### src/rtl/udp_rx_pkg.sv
// Shared types and constants for the UDP receive to DAC FIFO unpacker.
package udp_rx_pkg;

    localparam int HDR_BYTES = 4;
    localparam int CNT_W     = 16;

    typedef enum logic [1:0] {
        ST_IDLE = 2'd0,
        ST_HDR  = 2'd1,
        ST_DATA = 2'd2,
        ST_DROP = 2'd3
    } state_e;

    function automatic logic [CNT_W-1:0] sat_add(input logic [CNT_W-1:0] cnt,
                                                 input logic [1:0]       inc);
        logic [CNT_W:0] sum;
        sum = {1'b0, cnt} + {{(CNT_W-1){1'b0}}, inc};
        sat_add = sum[CNT_W] ? '1 : sum[CNT_W-1:0];
    endfunction

endpackage

### src/rtl/byte_packer_32.sv
// Packs bytes little-endian into 32-bit words; flush discards any partial word.
module byte_packer_32 (
    input  logic        clk125,
    input  logic        clk125_srst,
    input  logic        flush,
    input  logic        byte_vld,
    input  logic [7:0]  byte_in,
    output logic        last_byte,
    output logic [31:0] word
);

    logic [1:0]  idx_q, idx_d;
    logic [23:0] shreg_q, shreg_d;

    always_ff @(posedge clk125) begin
        if (clk125_srst) begin
            idx_q   <= '0;
            shreg_q <= '0;
        end else begin
            idx_q   <= idx_d;
            shreg_q <= shreg_d;
        end
    end

    always_comb begin
        idx_d   = idx_q;
        shreg_d = shreg_q;
        if (flush) begin
            idx_d = '0;
        end else if (byte_vld) begin
            idx_d   = idx_q + 2'd1;
            shreg_d = {byte_in, shreg_q[23:8]};
        end
    end

    // Earlier bytes have shifted down, so the current byte lands in [31:24].
    assign last_byte = (idx_q == 2'd3);
    assign word      = {byte_in, shreg_q};

endmodule

### src/rtl/udp_rx_dac_unpacker.sv
// Unpacks sequence-numbered UDP payloads into 32-bit DAC FIFO writes.
// Define UDP_RX_SEQ_CHECK_EN to enable sequence gap counting.
//
// state | meaning
// IDLE  | waiting for rx_sop
// HDR   | consuming the 4-byte sequence number
// DATA  | packing payload into words
// DROP  | discarding bytes until rx_eop
module udp_rx_dac_unpacker
    import udp_rx_pkg::*;
#(
    parameter int MAX_WORDS = 256,
    parameter int FREE_W    = 10
) (
    input  logic              clk125,
    input  logic              clk125_srst,
    input  logic [7:0]        rx_byte,
    input  logic              rx_vld,
    input  logic              rx_sop,
    input  logic              rx_eop,
    input  logic              rx_err,
    input  logic [FREE_W-1:0] dac_fifo_free,
    output logic              dac_fifo_wren,
    output logic [31:0]       dac_fifo_wdata,
    output logic [CNT_W-1:0]  pkt_ok_cnt,
    output logic [CNT_W-1:0]  pkt_drop_cnt,
    output logic [CNT_W-1:0]  pkt_err_cnt,
    output logic [CNT_W-1:0]  seq_gap_cnt
);

    localparam int WCW = $clog2(MAX_WORDS + 1);

    state_e           state_q, state_d;
    logic [1:0]       hdr_cnt_q, hdr_cnt_d;
    logic [WCW-1:0]   word_cnt_q, word_cnt_d;
    logic             wren_q, wren_d;
    logic [31:0]      wdata_q, wdata_d;
    logic [CNT_W-1:0] ok_q, ok_d, drop_q, drop_d, err_q, err_d;
    logic             ok_inc, drop_inc;
    logic [1:0]       err_inc;
    logic             space_ok, words_full;
    logic             pk_vld, pk_flush, pk_last;
    logic [31:0]      pk_word;
`ifdef UDP_RX_SEQ_CHECK_EN
    logic [23:0]      seq_q, seq_d;
    logic [31:0]      exp_q, exp_d, seq_full;
    logic             exp_vld_q, exp_vld_d, gap_inc;
    logic [CNT_W-1:0] gap_q, gap_d;
`endif

    byte_packer_32 u_packer (
        .clk125      (clk125),
        .clk125_srst (clk125_srst),
        .flush       (pk_flush),
        .byte_vld    (pk_vld),
        .byte_in     (rx_byte),
        .last_byte   (pk_last),
        .word        (pk_word)
    );

    always_ff @(posedge clk125) begin
        if (clk125_srst) begin
            state_q    <= ST_IDLE;
            hdr_cnt_q  <= '0;
            word_cnt_q <= '0;
            wren_q     <= 1'b0;
            wdata_q    <= '0;
            ok_q       <= '0;
            drop_q     <= '0;
            err_q      <= '0;
`ifdef UDP_RX_SEQ_CHECK_EN
            seq_q      <= '0;
            exp_q      <= '0;
            exp_vld_q  <= 1'b0;
            gap_q      <= '0;
`endif
        end else begin
            state_q    <= state_d;
            hdr_cnt_q  <= hdr_cnt_d;
            word_cnt_q <= word_cnt_d;
            wren_q     <= wren_d;
            wdata_q    <= wdata_d;
            ok_q       <= ok_d;
            drop_q     <= drop_d;
            err_q      <= err_d;
`ifdef UDP_RX_SEQ_CHECK_EN
            seq_q      <= seq_d;
            exp_q      <= exp_d;
            exp_vld_q  <= exp_vld_d;
            gap_q      <= gap_d;
`endif
        end
    end

    assign space_ok   = (32'(dac_fifo_free) >= 32'(MAX_WORDS));
    assign words_full = (word_cnt_q == WCW'(MAX_WORDS));

    always_comb begin
        state_d    = state_q;
        hdr_cnt_d  = hdr_cnt_q;
        word_cnt_d = word_cnt_q;
        ok_inc     = 1'b0;
        drop_inc   = 1'b0;
        err_inc    = 2'd0;
`ifdef UDP_RX_SEQ_CHECK_EN
        seq_d      = seq_q;
        exp_d      = exp_q;
        exp_vld_d  = exp_vld_q;
        gap_inc    = 1'b0;
        seq_full   = {seq_q, rx_byte};
`endif
        if (rx_vld) begin
            if (rx_sop) begin
                // A SOP mid-packet aborts it, then restarts as if from IDLE.
                if (state_q == ST_HDR || state_q == ST_DATA)
                    err_inc = err_inc + 2'd1;
                if (space_ok) begin
                    hdr_cnt_d = 2'd1;
`ifdef UDP_RX_SEQ_CHECK_EN
                    seq_d = {16'h0, rx_byte};
`endif
                    if (rx_eop) begin
                        err_inc = err_inc + 2'd1;
                        state_d = ST_IDLE;
                    end else begin
                        state_d = ST_HDR;
                    end
                end else begin
                    drop_inc = 1'b1;
                    state_d  = rx_eop ? ST_IDLE : ST_DROP;
                end
            end else begin
                case (state_q)
                    ST_HDR: begin
                        if (rx_eop) begin
                            err_inc = 2'd1;
                            state_d = ST_IDLE;
                        end else begin
                            hdr_cnt_d = hdr_cnt_q + 2'd1;
`ifdef UDP_RX_SEQ_CHECK_EN
                            seq_d = {seq_q[15:0], rx_byte};
`endif
                            if (hdr_cnt_q == 2'(HDR_BYTES - 1)) begin
                                state_d    = ST_DATA;
                                word_cnt_d = '0;
`ifdef UDP_RX_SEQ_CHECK_EN
                                gap_inc   = exp_vld_q && (seq_full != exp_q);
                                exp_d     = seq_full + 32'd1;
                                exp_vld_d = 1'b1;
`endif
                            end
                        end
                    end
                    ST_DATA: begin
                        if (words_full) begin
                            err_inc = 2'd1;
                            state_d = rx_eop ? ST_IDLE : ST_DROP;
                        end else begin
                            if (pk_last)
                                word_cnt_d = word_cnt_q + WCW'(1);
                            if (rx_eop) begin
                                state_d = ST_IDLE;
                                if (rx_err || !pk_last)
                                    err_inc = 2'd1;
                                else
                                    ok_inc = 1'b1;
                            end
                        end
                    end
                    ST_DROP: begin
                        if (rx_eop)
                            state_d = ST_IDLE;
                    end
                    default: ;
                endcase
            end
        end
        ok_d   = sat_add(ok_q, {1'b0, ok_inc});
        drop_d = sat_add(drop_q, {1'b0, drop_inc});
        err_d  = sat_add(err_q, err_inc);
`ifdef UDP_RX_SEQ_CHECK_EN
        gap_d  = sat_add(gap_q, {1'b0, gap_inc});
`endif
    end

    always_comb begin
        pk_flush = (state_q != ST_DATA);
        pk_vld   = rx_vld && !rx_sop && (state_q == ST_DATA) && !words_full;
        wren_d   = pk_vld && pk_last;
        wdata_d  = wren_d ? pk_word : wdata_q;
    end

    assign dac_fifo_wren  = wren_q;
    assign dac_fifo_wdata = wdata_q;
    assign pkt_ok_cnt     = ok_q;
    assign pkt_drop_cnt   = drop_q;
    assign pkt_err_cnt    = err_q;
`ifdef UDP_RX_SEQ_CHECK_EN
    assign seq_gap_cnt    = gap_q;
`else
    assign seq_gap_cnt    = '0;
`endif

endmodule

### config.mk
export PLATFORM = sky130hd
export DESIGN_NAME = udp_rx_dac_unpacker
export DESIGN_NICKNAME = d
export VERILOG_FILES = /design/src/rtl/udp_rx_pkg.sv /design/src/rtl/byte_packer_32.sv /design/src/rtl/udp_rx_dac_unpacker.sv
export SDC_FILE = /design/constraint.sdc
export NUM_CORES = 1
export LEC_CHECK = 0
export BUFFER_PORTS_ARGS = -buffer_cell sky130_fd_sc_hd__clkbuf_2
export CAP_MARGIN = 20
export CORE_AREA = 3 3 89 125
export DETAILED_ROUTE_END_ITERATION = 10
export DIE_AREA = 0 0 92 128
export PLACE_DENSITY = 0.82
export SLEW_MARGIN = 30
export SYNTH_ARGS = -nofsm -noshare
export SYNTH_HDL_FRONTEND = slang
export SYNTH_SLANG_ARGS = --single-unit
### constraint.sdc
create_clock -name clk125 -period 6.7 [get_ports clk125]
set_clock_uncertainty 0.15 [all_clocks]
set_input_delay 0.335 -clock clk125 [delete_from_list [all_inputs] [get_ports clk125]]
set_output_delay 0.335 -clock clk125 [all_outputs]
set_load 0.1 [all_outputs]
# Word level (Yosys, flattened, before mapping)
# Cells that the tools add are included.
dict set report classes {
  add_sub_neg 7
  magnitude_cmp 1
  eq_ne 14
  n_mux 42
  n_bitwise 2
  n_reduce_logical 17
}
# operator n
set ops {}
lappend ops {{two-way mux 16 bit} 3}
lappend ops {{two-way mux 9 bit} 4}
lappend ops {{adder 16 x 1 -> 17 bit} 2}
lappend ops {{two-way mux 2 bit} 17}
lappend ops {{one-hot mux 9 bit (2 select lines)} 1}
lappend ops {{adder 16 x 2 -> 17 bit} 1}
lappend ops {{two-way mux 1 bit} 15}
lappend ops {{greater-or-equal comparator 10 x 9 -> 1 bit, second input constant} 1}
lappend ops {{inequality test 2 bit, second input constant} 5}
lappend ops {{adder 9 x 1 -> 9 bit, second input constant} 1}
lappend ops {{== test 9 bit, second input constant} 1}
lappend ops {{== test 2 bit, second input constant} 4}
lappend ops {{AND reduction 7 bit} 1}
lappend ops {{adder 2 x 1 -> 2 bit, second input constant} 3}
lappend ops {{one-hot mux 2 bit (3 select lines)} 1}
lappend ops {{logical AND 1 bit} 4}
lappend ops {{inequality test 2 x 1 -> 1 bit, second input constant} 2}
lappend ops {{inequality test 4 x 3 -> 1 bit, second input constant} 1}
lappend ops {{AND reduction 4 bit} 1}
lappend ops {{nonzero test 2 bit} 2}
lappend ops {{nonzero test 4 bit} 1}
lappend ops {{logical NOT 1 bit} 3}
lappend ops {{AND reduction 3 bit} 1}
lappend ops {{== test 2 x 1 -> 1 bit, second input constant} 1}
lappend ops {{5 further kinds} 7}
dict set report totals {
  ff_bits 120
  out_inout_bits 97
}

# Logic depth before layout (Yosys ltp)
# Gate-level depths: netlist of run 1.
dict set report logic_depth {
  depth_word 12
  depth_mapped 13
  mapped_depth_nobuf 12
}

# Modules after synthesis
# Synthesis of run 1 repeated with hierarchy kept, for this count alone.
dict set report hier_totals {
  cells_unflattened 600
  hier_area_um2 5654.2
}
# module n_inst cells_each area_per_inst_um2
set modules_own_cells {}
lappend modules_own_cells {udp_rx_dac_unpacker 1 495 4521.8}
lappend modules_own_cells {byte_packer_32 1 105 1132.3}

# Worst setup path after synthesis of run 1
# Ideal clock, no wire load.
dict set report synth_timing {
  kind {register to register}
  start {register state_q[0]}
  end {register ok_q[1] (netlist: pkt_ok_cnt[1])}
  setup_time_ps 70
  arrival_ps 2947
  slack_ps 3533
  path_stages_with_launch 13
  period_less_slack_ps 3167
  cell_sequence {dfxtp_1 > inv_1 > ha_1 > and3b_1 > a21boi_0 > buf_2 > and4_1 > ha_1 > ha_1 > nand4_1 > or4_4 > buf_6 > a21oi_1}
}
dict set report synth_between {
  elab_chain_len 6
}
# item line_no
set synth_lines {}
lappend synth_lines {{start: declaration} udp_rx_dac_unpacker.sv:33} ;# state_e state_q, state_d;
lappend synth_lines {{start signal: assignment} udp_rx_dac_unpacker.sv:78} ;# state_q <= state_d;
lappend synth_lines {{== test 2 bit} udp_rx_dac_unpacker.sv:133} ;# case (state_q)
lappend synth_lines {{two-way mux 1 bit} udp_rx_dac_unpacker.sv:133}
lappend synth_lines {{two-way mux 1 bit} udp_rx_dac_unpacker.sv:113} ;# if (rx_sop) begin
lappend synth_lines {{two-way mux 1 bit} udp_rx_dac_unpacker.sv:112} ;# if (rx_vld) begin
lappend synth_lines {{adder 16 x 1 -> 17 bit} udp_rx_pkg.sv:17} ;# sum = {1'b0, cnt} + {{(CNT_W-1){1'b0}}, inc};
lappend synth_lines {{two-way mux 16 bit} udp_rx_pkg.sv:18} ;# sat_add = sum[CNT_W] ? '1 : sum[CNT_W-1:0];
lappend synth_lines {{end signal: assignment} udp_rx_dac_unpacker.sv:83} ;# ok_q <= ok_d;
lappend synth_lines {{end: declaration} udp_rx_dac_unpacker.sv:38} ;# logic [CNT_W-1:0] ok_q, ok_d, drop_q, drop_d, err_q, err_d;
# No other way between the ends.
# A chain may end at the register's enable or synchronous reset.

# Worst setup path in the final report of run 1
dict set report layout_timing {
  start {register word_cnt_q[0]}
  end {register err_q[10] (netlist: pkt_err_cnt[10])}
}
dict set report layout_between {
  elab_chain_len 7
}
# item line_no
set layout_lines {}
lappend layout_lines {{start: declaration} udp_rx_dac_unpacker.sv:35} ;# logic [WCW-1:0] word_cnt_q, word_cnt_d;
lappend layout_lines {{start signal: assignment} udp_rx_dac_unpacker.sv:80} ;# word_cnt_q <= word_cnt_d;
lappend layout_lines {{== test 9 bit} udp_rx_dac_unpacker.sv:96} ;# assign words_full = (word_cnt_q == WCW'(MAX_WORDS));
lappend layout_lines {{two-way mux 1 bit} udp_rx_dac_unpacker.sv:155} ;# if (words_full) begin
lappend layout_lines {{one-hot mux 1 bit (2 select lines)} udp_rx_dac_unpacker.sv:133}
lappend layout_lines {{two-way mux 2 bit} udp_rx_dac_unpacker.sv:113}
lappend layout_lines {{two-way mux 2 bit} udp_rx_dac_unpacker.sv:112}
lappend layout_lines {{adder 16 x 2 -> 17 bit} udp_rx_pkg.sv:17}
lappend layout_lines {{two-way mux 16 bit} udp_rx_pkg.sv:18}
lappend layout_lines {{end signal: assignment} udp_rx_dac_unpacker.sv:85} ;# err_q <= err_d;
lappend layout_lines {{end: declaration} udp_rx_dac_unpacker.sv:38}
# No other way between the ends.

==> results of run 1 <==
logic make-up after synthesis:
kind of cell / after synthesis
AO/OA/AOI/OAI: 124
XOR/XNOR: 26
adder cells (fa/ha/maj): 15
buffers and inverters: 71
flip-flops: 120
multiplexers: 30
other: 1
AND/OR/NAND/NOR: 232
cell usage in the layout, fill, tap and decap left out, drive strengths merged, types with 2 or more instances in the layout:
cell type | Yosys | routed
nand3 | 22 | 22
a211oi | 6 | 6
a21oi | 86 | 86
nor3 | 15 | 15
nor4b | 2 | 2
nor2 | 38 | 38
and3 | 5 | 5
nor4 | 8 | 8
or4 | 10 | 10
ha | 14 | 14
nand4 | 14 | 14
or2 | 5 | 5
nand2 | 84 | 84
buf | 32 | 3
xor2 | 10 | 10
o31ai | 5 | 5
and2 | 2 | 2
or3 | 2 | 2
o211a | 2 | 2
a31oi | 9 | 9
mux2i | 30 | 30
and4 | 8 | 8
and3b | 2 | 2
o21ai | 9 | 9
clkbuf | 17 | 116
bufinv | 0 | 2
dfxtp | 120 | 120
nor2b | 5 | 5
xnor2 | 16 | 16
conb | 1 | 16
nand2b | 4 | 4
clkinv | 0 | 5
nor3b | 2 | 2
inv | 22 | 22
state kept, by name (all words and copies together), names as in the netlist:
name              cells
dac_fifo_wdata       32
u_packer.shreg_q     24
pkt_drop_cnt         16
pkt_err_cnt          16
pkt_ok_cnt           16
word_cnt_q            9
hdr_cnt_q             2
state_q               2
u_packer.idx_q        2
dac_fifo_wren         1
synthesized netlist by cell type, types with 9 or more instances:
master | instances | area (um2)
a31oi_1 | 9 | 56.3
nand3_1 | 22 | 110
xor2_1 | 10 | 87.6
nand2_1 | 84 | 315
ha_1 | 14 | 175
a21oi_2 | 9 | 78.8
nand4_1 | 14 | 87.6
nor3_1 | 13 | 65.1
xnor2_1 | 16 | 140
o21ai_0 | 9 | 45.0
buf_6 | 10 | 113
a21oi_1 | 77 | 385
clkbuf_1 | 17 | 63.8
dfxtp_1 | 120 | 2400
inv_1 | 22 | 82.6
buf_4 | 18 | 135
mux2i_1 | 30 | 300
nor2_1 | 38 | 143
where the power goes:
| group | internal (mW) | switching (mW) | total (mW) |
|---|---|---|---|
| logic | 0.0129 | 0.0707 | 0.0837 |
| registers | 0.717 | 0.00190 | 0.718 |
| clock network | 0.559 | 0.308 | 0.866 |
| total | 1.29 | 0.380 | 1.67 |
per-layer routing:
| layer | up-vias | routed length [um] |
|---|---|---|
| met5 | - | 0 |
| met1 | 2235 | 4830 |
| met3 | 34 | 744 |
| met2 | 158 | 6530 |
| li1 | 2306 | - |
| met4 | 0 | 347 |
per-stage QoR:
stage	area [um2]	worst slack [ns]	utilization [%]	std cells	hold slack, ns
global placement	5870	2.72	58.6	817	0.290
global route	6460	2.46	64.6	847	0.0222
CTS	6450	2.82	64.5	847	0.000981
detailed placement	5890	2.87	58.9	818	0.296
finish	6460	2.80	64.6	847	0.0202
floorplan	5530	3.53	-	634	0.281
worst max-delay path, stage by stage (launching register included):
cell and delay (ns):
dfxtp_1 0.34, inv_1 0.08, ha_1 0.15, nor4bb_1 0.57, a31oi_1 0.24, a211oi_1 0.33, ha_1 0.24, inv_1 0.06
fa_1 0.50, nor3_2 0.43, nand3_1 0.47, a21oi_1 0.28
cell type report:
| class | count | area share, % |
|---|---|---|
| inverter | 22 | 1.28 |
| multi-input combinational | 443 | 42.2 |
| clock inverter | 8 | 1.55 |
| tap | 135 | 2.61 |
| sequential | 120 | 37.2 |
| clock buffer | 21 | 7.13 |
| timing repair buffer | 98 | 8.02 |
how the worst max path moves through the flow:
stage,from,end,slack [ns],cells past startpoint
after CTS,word_cnt_q[0]$_SDFFE_PP0P_,pkt_err_cnt[10]$_SDFF_PP0_,2.82,11
after global placement,state_q[0]$_SDFFE_PP0P_,pkt_ok_cnt[11]$_SDFF_PP0_,2.72,10
after floorplan,state_q[0]$_SDFFE_PP0P_,pkt_ok_cnt[1]$_SDFF_PP0_,3.53,12
final,word_cnt_q[0]$_SDFFE_PP0P_,pkt_err_cnt[10]$_SDFF_PP0_,2.80,11
after detailed placement,word_cnt_q[0]$_SDFFE_PP0P_,pkt_err_cnt[10]$_SDFF_PP0_,2.87,11
after global routing,word_cnt_q[0]$_SDFFE_PP0P_,pkt_err_cnt[2]$_SDFF_PP0_,2.46,11
==> results.sh, run 1 <==
export IMPL_status="finished, final reports clean"
export IMPL_end_kind="register"
export IMPL_ys_ff_latch=120
export IMPL_synth_top_family_by_area="simple AND/OR/NAND/NOR gates"
export IMPL_synth_fa_ha_area_share_pct=3.57
export IMPL_grt_max_degree=60
export IMPL_drive_above_1_share_pct=21.2
export IMPL_r2r_end="pkt_err_cnt[10]$_SDFF_PP0_"
export IMPL_post_cts_setup_buffer_count=0
export IMPL_num_vias=4733
export IMPL_worstMarginPinSlew_ns=0.879
export IMPL_crit_required_ns=6.88
export IMPL_layout_nets=741
export IMPL_pin_count=121
export IMPL_use_met3_pct=5.81
export IMPL_dr_pass1_iters=6
export IMPL_gp_congestion=0.846
export IMPL_r2r_cells=11
export IMPL_synth_warnings=0
export IMPL_syn_to_final_growth_pct=18.1
export IMPL_grt_antenna_before_repair=0
export IMPL_syn_inst=619
export IMPL_dpl_hpwl_mm=8.52
export IMPL_die_y_um=128
export IMPL_ff_latch_area_um2=2400
export IMPL_avgViaCountPerCell=5.59
export IMPL_multi_input_area_um2=2730
export IMPL_busiest_layer="met2"
export IMPL_p_leak_nw=2.45
export IMPL_grtUsageMet1_pct=23.0
export IMPL_post_cts_resized=0
export IMPL_fin_tns_setup_ns=0
export IMPL_finalHoldViolCount=0
export IMPL_reg2reg_from="word_cnt_q[0]$_SDFFE_PP0P_"
export IMPL_synth_compound_area_share_pct=13.5
export IMPL_drc=0
export IMPL_ir_drop_mv=0.182
export IMPL_grt_overflow_total=0
export IMPL_maxSlewHeadroom_pct=41.1
export IMPL_start_util_pct=54.7
export IMPL_fillers=828
export IMPL_drv_slew=0
export IMPL_holdPathEnd="dac_fifo_wdata[28]$_SDFFE_PP0P_"
export IMPL_hp_start="rx_byte[4]"
export IMPL_finalSetupViolCount=0
export IMPL_dieArea_um2=11800
export IMPL_synth_xor_area_share_pct=4.16
export IMPL_wirelength_mm=12.5
export IMPL_placement_io_buffers=96
export IMPL_startpoint_type="register"
export IMPL_insertedDiodeCount=0
export IMPL_reg2reg_slack_ns=2.80
export IMPL_clock_tree_root_cell="clkbuf_16"
export IMPL_drv_cap=0
export IMPL_min_period_ns=3.90
export IMPL_worstPathArrival_ns=4.09
export IMPL_synth_simple_area_share_pct=21.7
export IMPL_core_region_area_um2=10000
export IMPL_grt_pass1_vias=4489
export IMPL_synth_cell_types=51
export IMPL_fmax_mhz=256
export IMPL_rows=43
export IMPL_cts_buffers=17
export IMPL_rsz0062_at_grt="no"
export IMPL_min_delay_path_depth=3
export IMPL_synth_edff_count=0
export IMPL_clk_latency_ns=0.41
export IMPL_cts_sinks=120
export IMPL_avgSynthCellArea_um2=8.84
export IMPL_grt_use_total_pct=21.5
export IMPL_die_width_um=92
export IMPL_met2_usage_pct=38.8
export IMPL_grt_pass1_wl_mm=20.6
export IMPL_hold_class="input port to register"
export IMPL_synth_seq_area_share_pct=43.9
export IMPL_finalCritPeriodShare_pct=58.3
export IMPL_routedWlPerCell_um=14.7
export IMPL_power_mw=1.67
export IMPL_yosys_most_used_dff="dfxtp_1"
export IMPL_clockBufferDepth=2
export IMPL_p_per_area_nw_per_um2=258
export IMPL_cp_max_fo=12
export IMPL_syn_area_um2=5470
export IMPL_drt_iter0_drc=173
export IMPL_htree_levels=4
export IMPL_async_reset_ff_share_pct=0
export IMPL_setup_worst_path_class="register to register"
export IMPL_cts_tree="yes"
export IMPL_synthMuxAreaShare_pct=5.49
export IMPL_ant_nets=0
export IMPL_cts_hold_buf=0
export IMPL_path_clk_slew_ns=0.05
Power figures use the tool's default switching activity.
==> run 2, diff against run 1 <==
--- a/config.mk
+++ b/config.mk
@@ -7,10 +7,10 @@
 export LEC_CHECK = 0
 export BUFFER_PORTS_ARGS = -buffer_cell sky130_fd_sc_hd__clkbuf_2
 export CAP_MARGIN = 20
-export CORE_AREA = 3 3 89 125
+export CORE_AREA = 3 3 90 126
 export DETAILED_ROUTE_END_ITERATION = 10
-export DIE_AREA = 0 0 92 128
-export PLACE_DENSITY = 0.82
+export DIE_AREA = 0 0 93 129
+export PLACE_DENSITY = 0.8
 export SLEW_MARGIN = 30
 export SYNTH_ARGS = -nofsm -noshare
 export SYNTH_HDL_FRONTEND = slang
==> constraint.sdc (replaced) <==
create_clock -name clk125 -period 4 [get_ports clk125]
set_clock_uncertainty 0.15 [all_clocks]
set_input_delay 0.2 -clock clk125 [delete_from_list [all_inputs] [get_ports clk125]]
set_output_delay 0.2 -clock clk125 [all_outputs]
set_load 0.1 [all_outputs]
==> run 2 against run 1 <==
Cell area is 1.0% higher. Power is 67% higher. Hold slack better by 0.055 ns. Utilization is 1.5 points lower. Global-route usage is 0.28 points lower. Flip-flop and latch count stayed put. Combinational power is 73% higher. Worst setup slack worse by 2.4 ns. First-iteration DRC count is 2.9% higher. Largest power group unchanged. Via count is 0.68% lower. Highest routed layer unchanged. Final cell count is 1.7% higher. Clock power is 65% higher.
==> results.sh, run 2 (synthesis results as in run 1) <==
export IMPL_finalSetupViolCount=0
export IMPL_syn_to_final_growth_pct=19.3
export IMPL_routedWlPerCell_um=14.4
export IMPL_insertedDiodeCount=0
export IMPL_worstPathArrival_ns=3.84
export IMPL_drc=0
export IMPL_core_region_area_um2=10300
export IMPL_die_width_um=93
export IMPL_end_kind="register"
export IMPL_grt_use_total_pct=21.3
export IMPL_finalHoldViolCount=0
export IMPL_dieArea_um2=12000
export IMPL_startpoint_type="register"
export IMPL_grt_max_degree=60
export IMPL_post_cts_setup_buffer_count=0
export IMPL_min_period_ns=3.65
export IMPL_clk_latency_ns=0.41
export IMPL_cts_tree="yes"
export IMPL_rows=44
export IMPL_ir_drop_mv=0.355
export IMPL_mostFrequentLayoutCell="dfxtp_1"
export IMPL_gp_congestion=0.851
export IMPL_grt_overflow_total=0
export IMPL_fin_tns_setup_ns=0
export IMPL_p_per_area_nw_per_um2=426
export IMPL_cts_hold_buf=8
export IMPL_cp_max_fo=12
export IMPL_place_ws_ns=0.357
export IMPL_post_cts_resized=0
export IMPL_grt_pass1_vias=4596
export IMPL_cts_buffers=17
export IMPL_rsz0062_at_grt="no"
export IMPL_fillers=905
export IMPL_maxSlewHeadroom_pct=36.2
export IMPL_num_vias=4701
export IMPL_layout_nets=749
export IMPL_worstMarginPinSlew_ns=0.953
export IMPL_largest_reg_flops=32
export IMPL_status="finished, final reports clean"
export IMPL_setup_worst_path_class="register to register"
export IMPL_start_util_pct=52.9
export IMPL_cts_sinks=120
export IMPL_pin_count=121
export IMPL_drive_above_1_share_pct=21.6
export IMPL_drv_cap=0
export IMPL_hold_class="input port to register"
export IMPL_mostFrequentLayoutCells="dfxtp_1, clkbuf_2, nand2_1"
export IMPL_dpl_hpwl_mm=8.46
export IMPL_fmax_mhz=274
export IMPL_ant_nets=0
export IMPL_htree_levels=4
export IMPL_avgViaCountPerCell=5.46
export IMPL_crit_required_ns=4.19
export IMPL_wirelength_mm=12.4
export IMPL_clockBufferDepth=2
export IMPL_drv_slew=0
export IMPL_die_y_um=129
export IMPL_grt_antenna_before_repair=0
export IMPL_placement_io_buffers=96
export IMPL_drt_iter0_drc=178
export IMPL_grt_pass1_wl_mm=20.6
export IMPL_clock_tree_root_cell="clkbuf_16"
export IMPL_setup_slack_ns=0.347
export IMPL_p_leak_nw=2.47
export IMPL_power_mw=2.78
export IMPL_finalCritPeriodShare_pct=91.3
export IMPL_path_clk_slew_ns=0.06
export IMPL_dr_pass1_iters=4
run 2: path summary, 6_finish.rpt:
| kind | startpoint | endpoint | slack, ns | cells after the start |
|---|---|---|---|---|
| min | rx_eop | state_q[0]$_SDFFE_PP0P_ | 0.07 | 3 |
| max reg2reg | word_cnt_q[2]$_SDFFE_PP0P_ | pkt_err_cnt[10]$_SDFF_PP0_ | 0.35 | 9 |
| min reg2reg | dac_fifo_wdata[27]$_SDFFE_PP0P_ | dac_fifo_wdata[27]$_SDFFE_PP0P_ | 0.31 | 2 |
| max | word_cnt_q[2]$_SDFFE_PP0P_ | pkt_err_cnt[10]$_SDFF_PP0_ | 0.35 | 9 |
run 2: where the power goes:
group	switching (mW)	internal, mW
sequential	0.00314	1.20
combinational	0.119	0.0261
clock	0.559	0.871
run 2: area by class of cell:
| class | count | area [um2] | share of cell area (%) |
|---|---|---|---|
| clock inverters | 14 | 124 | 1.90 |
| multi-input cells | 443 | 2730 | 41.8 |
| clock buffers | 18 | 439 | 6.73 |
| inverters | 22 | 82.6 | 1.27 |
| well taps | 138 | 173 | 2.65 |
| flip-flops and latches | 120 | 2400 | 36.8 |
| repair buffers | 106 | 578 | 8.86 |
run 2: critical path, stage by stage (launching register included):
cell      delay, ns
dfxtp_1        0.38
nor4_1         0.72
a31oi_1        0.22
a211oi_1       0.25
ha_1           0.20
inv_1          0.05
fa_1           0.48
nor3_2         0.39
nand3_1        0.45
a21oi_1        0.28
run 2: metrics by stage:
stage | hold WS (ns) | instances | instance area, um2 | utilization (%)
detailed placement | 0.295 | 821 | 5880 | 56.8
CTS | 0.0453 | 861 | 6520 | 63.0
global route | 0.0707 | 861 | 6530 | 63.1
floorplan | 0.186 | 634 | 5530 | -
global placement | 0.290 | 821 | 5880 | 56.8
finish | 0.0747 | 861 | 6530 | 63.1
run 2: metal layers:
metal	part of all wire, %	track usage [%]	routed length, um
met2	53	38.5	6570
met1	41	22.7	5030
met5	0	0	0
met3	4.1	6.08	512
met4	2.4	9.58	304
